<file path="config.mk">
export PLATFORM = sky130hd
export DESIGN_NAME = swing_digest_collector
export DESIGN_NICKNAME = d
export VERILOG_FILES = /design/src/rtl/swing_digest_collector.sv
export SDC_FILE = /design/constraint.sdc
export NUM_CORES = 1
export LEC_CHECK = 0
export CORE_ASPECT_RATIO = 2
export CORE_UTILIZATION = 50
export CTS_CLUSTER_SIZE = 12
export DETAILED_ROUTE_END_ITERATION = 12
export PLACE_DENSITY = 0.7
export SLEW_MARGIN = 20
export SYNTH_ARGS = -nofsm -noshare
export SYNTH_HDL_FRONTEND = slang
export SYNTH_SLANG_ARGS = --single-unit
</file>
<file path="constraint.sdc">
create_clock -name clk -period 3.6 [get_ports clk]
set_input_delay 0.72 -clock clk [delete_from_list [all_inputs] [get_ports clk]]
set_output_delay 0.72 -clock clk [all_outputs]
set_load 0.02 [all_outputs]
</file>
<file path="src/rtl/swing_digest_collector.sv">
// swing_digest_collector
// Buffers (A, B, AND) word triplets from the upstream word stage in a small
// FIFO and folds them, BLOCK_LEN at a time, into a rotate-XOR digest that is
// offered on a valid/ready output port.
// Optional statistics outputs (blocks_done, fifo_stall) are built when the
// macro SWING_DIGEST_STATS_EN is defined.
module swing_digest_collector #(
    parameter int               WIDTH      = 4,
    parameter int               BLOCK_LEN  = 8,
    parameter int               FIFO_DEPTH = 4,
    parameter logic [WIDTH-1:0] IV         = '0
) (
    input  logic             clk,
    input  logic             reset,
    input  logic             in_valid,
    output logic             in_ready,
    input  logic [WIDTH-1:0] a_in,
    input  logic [WIDTH-1:0] b_in,
    input  logic [WIDTH-1:0] and_in,
    output logic [WIDTH-1:0] digest,
    output logic             digest_valid,
    input  logic             digest_ready,
    output logic             busy
`ifdef SWING_DIGEST_STATS_EN
    ,
    output logic [7:0]       blocks_done,
    output logic [0:0]       fifo_stall
`endif
);

    localparam int PTR_W = (FIFO_DEPTH > 1) ? $clog2(FIFO_DEPTH) : 1;
    localparam int CNT_W = $clog2(FIFO_DEPTH + 1);
    localparam int WC_W  = $clog2(BLOCK_LEN + 1);

    typedef enum logic {ACCUM, EMIT} state_t;

    // Word function: three-way sum, carries beyond WIDTH discarded.
    function automatic logic [WIDTH-1:0] word_sum(input logic [WIDTH-1:0] a,
                                                  input logic [WIDTH-1:0] b,
                                                  input logic [WIDTH-1:0] c);
        return a + b + c;
    endfunction

    // Fold step: rotate the accumulator left by one, then XOR in the word.
    function automatic logic [WIDTH-1:0] fold(input logic [WIDTH-1:0] acc_cur,
                                              input logic [WIDTH-1:0] w);
        return {acc_cur[WIDTH-2:0], acc_cur[WIDTH-1]} ^ w;
    endfunction

    logic [WIDTH-1:0] mem_a   [FIFO_DEPTH];
    logic [WIDTH-1:0] mem_b   [FIFO_DEPTH];
    logic [WIDTH-1:0] mem_and [FIFO_DEPTH];

    logic [PTR_W-1:0] wr_ptr;
    logic [PTR_W-1:0] rd_ptr;
    logic [CNT_W-1:0] count;
    logic [CNT_W-1:0] count_next;
    logic [WC_W-1:0]  word_cnt;
    logic [WIDTH-1:0] acc;
    logic [WIDTH-1:0] acc_next;
    state_t           state;
    logic             push;
    logic             pop;

    assign push     = in_valid && in_ready;
    assign pop      = (state == ACCUM) && (count != '0);
    assign acc_next = fold(acc, word_sum(mem_a[rd_ptr], mem_b[rd_ptr], mem_and[rd_ptr]));
    assign busy     = (state == EMIT) || (word_cnt != '0);

    // Occupancy after this cycle's push/pop; feeds the registered ready flag.
    always_comb begin
        count_next = count + CNT_W'(push) - CNT_W'(pop);
    end

    // FIFO storage: data only, no reset needed.
    always_ff @(posedge clk) begin
        if (push) begin
            mem_a[wr_ptr]   <= a_in;
            mem_b[wr_ptr]   <= b_in;
            mem_and[wr_ptr] <= and_in;
        end
    end

    // FIFO pointers, occupancy and registered ready (depends only on occupancy).
    always_ff @(posedge clk) begin
        if (reset) begin
            wr_ptr   <= '0;
            rd_ptr   <= '0;
            count    <= '0;
            in_ready <= 1'b0;
        end else begin
            if (push) wr_ptr <= wr_ptr + PTR_W'(1);
            if (pop)  rd_ptr <= rd_ptr + PTR_W'(1);
            count    <= count_next;
            in_ready <= (count_next != CNT_W'(FIFO_DEPTH));
        end
    end

    // Fold/emit FSM: accumulate BLOCK_LEN words, then hold the digest until taken.
    always_ff @(posedge clk) begin
        if (reset) begin
            state        <= ACCUM;
            acc          <= IV;
            word_cnt     <= '0;
            digest       <= IV;
            digest_valid <= 1'b0;
        end else begin
            case (state)
                ACCUM: begin
                    if (pop) begin
                        if (word_cnt == WC_W'(BLOCK_LEN - 1)) begin
                            digest       <= acc_next;
                            digest_valid <= 1'b1;
                            acc          <= IV;
                            word_cnt     <= '0;
                            state        <= EMIT;
                        end else begin
                            acc      <= acc_next;
                            word_cnt <= word_cnt + WC_W'(1);
                        end
                    end
                end
                EMIT: begin
                    if (digest_valid && digest_ready) begin
                        digest_valid <= 1'b0;
                        state        <= ACCUM;
                    end
                end
                default: state <= ACCUM;
            endcase
        end
    end

`ifdef SWING_DIGEST_STATS_EN
    // Statistics: saturating handshake count and one-cycle-late stall flag.
    always_ff @(posedge clk) begin
        if (reset) begin
            blocks_done <= 8'd0;
            fifo_stall  <= 1'b0;
        end else begin
            if (digest_valid && digest_ready && blocks_done != 8'hFF)
                blocks_done <= blocks_done + 8'd1;
            fifo_stall <= in_valid && !in_ready;
        end
    end
`endif

endmodule
</file>
* Yosys cells after proc, flatten, opt, wreduce, memory -nomap -nowiden
Memories as Yosys holds them, arrays and structs flattened. A register that Yosys moved wholly into a read port is not among the register bits.
Index checks and enable logic that the tools add are counted.
** Operators by class
- Add/subtract/negate cells :: 7
- Multipliers :: 0
- Divide/modulo/power cells :: 0
- $lt $le $gt $ge :: 0
- Equal/unequal tests :: 5
- Shift-type cells :: 0
- Multiplexer cells :: 18
- Bitwise operators :: 2
- Reductions and logical operators :: 9
** Operators by type and width (count)
- $mux 2 :: 6
- $add 4x4->4 :: 2
- $mux 1 :: 8
- $mux 4 :: 2
- $reduce_and 3->1 :: 2
- $add 2x1->2 const B :: 2
- $add 4x1->4 const B :: 1
- $eq 4x3->1 const B :: 1
- $ne 2x1->1 const B :: 2
- $pmux 1 s2 :: 2
- $reduce_bool 4->1 :: 1
- $xor 4x4->4 :: 1
- $add 3x1->3 :: 1
- $logic_and 1x1->1 :: 3
- $ne 3x3->1 const B :: 1
- $reduce_bool 3->1 :: 1
- $sub 3x1->3 :: 1
- $ne 2x2->1 const B :: 1
- $reduce_and 2->1 :: 1
- $logic_or 1x1->1 :: 1
- $not 1->1 :: 1
** Word-level totals
- Register bits :: 22
- Bits in latches :: 0
- Bits in writable memories :: 48
- Memory bits (read-only) :: 0
- Word-level logic and storage cells :: 53
- Memories :: 3
** Memory list
- mem_a :: depth 4, width 4, read ports 1, clocked after Yosys merged registers in 1, write ports 1, line 50 : logic [WIDTH-1:0] mem_a [FIFO_DEPTH];
- mem_and :: depth 4, width 4, read ports 1, clocked after Yosys merged registers in 1, write ports 1, line 52 : logic [WIDTH-1:0] mem_and [FIFO_DEPTH];
- mem_b :: depth 4, width 4, read ports 1, clocked after Yosys merged registers in 1, write ports 1, line 51 : logic [WIDTH-1:0] mem_b [FIFO_DEPTH];

* Logic depth before layout (Yosys ltp)
- Depth in word-level cells :: 4
- Gate-level depth with buffers :: 12
- Depth with buffers taken out :: 11

* Worst setup path after synthesis
Ideal clock, no wire load.
- Kind :: flip-flop to flip-flop
- From :: reg with a tool-made name
- To :: reg digest[3]
- Data arrival time :: 2.918 ns
- Required time :: 3.521 ns
- Slack :: 0.603 ns
- Stages on the path, launching flop included :: 13
- Buffers on the path :: 1
- Clock period less this slack :: 2.997 ns
- Cell sequence :: dfxtp_1 > buf_2 > mux4_2 > inv_1 > fa_1 > inv_1 > ha_1 > inv_1 > fa_1 > xnor3_1 > xnor2_2 > xnor2_1 > a211oi_2
** RTL lines
- end signal: assignment :: line 112 : digest <= acc_next;
- end: declaration :: line 20 : output logic [WIDTH-1:0] digest,

==> impl_metrics.json <==
{
  "seq_area_frac_synth": 0.6456,
  "worstPathMaxFanout": 9,
  "setup_viol": 0,
  "reg2reg_depth": 11,
  "port_buffers": 22,
  "slowest_delay_ps": 680,
  "rows": 39,
  "clkTransAtPathRegs_ps": 50,
  "period_share": 0.8854,
  "power.leakage_nw": 1.268,
  "cts_resized": 0,
  "dieWidth_um": 56.56,
  "max_cap_viol_count": 0,
  "vias_per_cell": 5.481,
  "cts_num_sinks": 72,
  "layout-drive-gt1-share": 0.1325,
  "finClkSkew_ps": 8.029,
  "final.min_clock_period_ps": 3188,
  "grt_pass1_vias": 1683,
  "drtIter0Drc": 55,
  "cp-start-kind": "flop",
  "dpl.hpwl_um": 3280,
  "vias": 1617,
  "areaGrowthSynthToFinish_pct": 18.75,
  "yosys_register_bits": 72,
  "outcome": "finished clean",
  "postCtsSetupBuffers": 0,
  "drc": 0,
  "postSynthCellCount": 198,
  "clock_path_buffers": 2,
  "min_path_cells": 2,
  "slew_violations": 0,
  "ios": 23,
  "dpl_cell_area_um2": 3278,
  "grt_pass1_wl_um": 8079,
  "syn_area_per_cell_um2": 15.03,
  "firstDrtPassIters": 4,
  "layout_common_cells": "48 x edfxtp_1, 24 x dfxtp_1, 22 x clkdlybuf4s50_1",
  "hold_viol": 0,
  "max_freq_mhz": 313.7,
  "place_congestion": 0.7637,
  "cp.arrival_ps": 3370,
  "ys_warn_count": 0,
  "path_buf_inv": 3,
  "diodes": 0,
  "synth_area_um2": 2977,
  "die_area_um2": 6285,
  "reg2reg_to": "digest[3]",
  "rsz0062_at_grt": "no",
  "finalPower_w": 0.003004,
  "synth_top_area_frac": 0.4842,
  "overflow": 0,
  "cts_buffers": 9,
  "clk_latency_ps": 330,
  "grt_start_max_net_pins": 24,
  "cpMaxStageDelayCell": "dfxtp_1",
  "syn-num-nets": 228,
  "relSlewSlack": 0.5689,
  "yosysUniqueCellTypes": 31,
  "cp.depth": 11,
  "track_usage": 0.1772,
  "hold_path_class": "reg -> reg",
  "wl_per_cell_um": 16.28,
  "layout_commonest_cell": "edfxtp_1",
  "ff2ff_setup_slack_ps": 410,
  "die_y_um": 111.1,
  "worst_pin_slew_ps": 646.7,
  "critPathKind": "reg -> reg",
  "yosysTopAreaCell": "edfxtp_1",
  "design_area_um2": 3535,
  "crit_chain": "mux4_2 -> inv_1 -> fa_1 -> inv_1 -> ha_1 -> inv_1 -> fa_1 -> xnor3_1 -> xnor2_2 -> xnor2_1 -> a211oi_2",
  "nets": 259,
  "path_common_cell": "inv_1",
  "finalSetupTns_ps": 0,
  "power_density_nw_per_um2": 849.7,
  "start_util": 0.5214,
  "drt.antenna.violating_nets": 0,
  "routed_wl_um": 4803,
  "cp_data_required_time_ps": 3780,
  "cts_tree": "yes",
  "yosys-top-cells-area": "edfxtp_1 48%, dfxtp_1 16%, mux4_2 8.3%",
  "core-area_um2": 5709,
  "end_kind": "flop",
  "min-delay-start": "acc[1]",
  "h-tree-depth": 3,
  "clockRootBuffer": "clkbuf_16",
  "antenna_found_initial": 0,
  "ctsHoldBuffers": 0,
  "max-vdd-ir-drop_mv": 0.9682,
  "cpLargestDelayFamily": "adder cells",
  "min_delay_worst_endpoint": "acc[1]",
  "nFillCells": 449
}
## routing by layer
layer,global-route usage,up-vias,share of wire
met1,0.1924,810,0.39
met3,0.05951,8,0.037
met4,0.08780,0,0.022
li1,-,769,-
met2,0.3004,30,0.55
met5,0,-,0
## cell usage after synthesis
library cell,number
o21ai_0,1
nand3_1,6
nor2_1,13
and3_1,4
nor2b_1,2
mux4_2,11
xnor2_2,1
nor4b_1,1
xnor3_1,1
inv_2,1
or2_1,1
nand3b_1,3
ha_1,9
or4_1,1
edfxtp_1,48
nor3_1,2
fa_1,5
xor2_1,6
mux2i_1,3
nor3b_1,2
clkbuf_1,4
a21oi_1,9
buf_2,2
nand2_1,11
or4b_2,1
inv_1,15
dfxtp_1,24
o211ai_1,1
a211oi_2,1
xnor2_1,8
nor3_2,1
## area by class of cell
class,count,area (um^2),area share
Sequential cell,72,1922,0.5437
Multi-Input combinational cell,104,969.7,0.2743
Timing Repair Buffer,26,250.2,0.07080
Clock buffer,11,232.7,0.06584
Tap cell,61,76.32,0.02159
Inverter,16,60.06,0.01699
Clock inverter,5,23.77,0.006726
## where the power goes
group | internal [W] | switching, W
Sequential | 0.00101 | 0.000104
Clock | 0.000457 | 0.000299
Combinational | 0.000588 | 0.000548
Total | 0.00205 | 0.000950
## logic make-up (layout without fill, tap and decap cells)
family	count (synthesis)	in the layout	share of synthesized area
flops	72	72	0.6456
simple gates	48	48	0.08323
buf+inv	22	58	0.02858
xor+xnor	16	16	0.05423
fa+ha+maj	14	14	0.07146
mux	14	14	0.09332
compound gates	12	12	0.02354
## worst max path at each step
stage,to
3_3_place_gp,digest[3]
5_1_grt,digest[3]
4_1_cts,digest[3]
3_5_place_dp,digest[3]
2_1_floorplan,digest[3]
6_report,digest[3]
## worst register-to-register path: cells and delay by family (launching register included)
kind / cells / cell delay, ps
fa+ha+maj: 3 / 900
flops: 1 / 680
xor+xnor: 3 / 590
mux: 1 / 590
buf+inv: 3 / 210
compound gates: 1 / 90
## state kept, by name (all words and copies together), names as in the netlist, named ones only
register      count
acc               4
in_ready          1
mem_b            16
word_cnt          4
state             1
digest_valid      1
wr_ptr            2
digest            4
mem_and          16
count             3
rd_ptr            2
mem_a            16
## through the flow
stage | setup slack (ps) | util | hold slack (ps) | cells
after floorplan | 602.6 | - | 432.4 | 198
after global placement | 458.5 | 0.5742 | 445.1 | 279
after detailed placement | 370.9 | 0.5742 | 459.7 | 279
after CTS | 343.9 | 0.6191 | 468.1 | 295
after global routing | 135.4 | 0.6191 | 495.4 | 295
final | 412.5 | 0.6191 | 466.4 | 295
(Power assumes the default switching activity.)
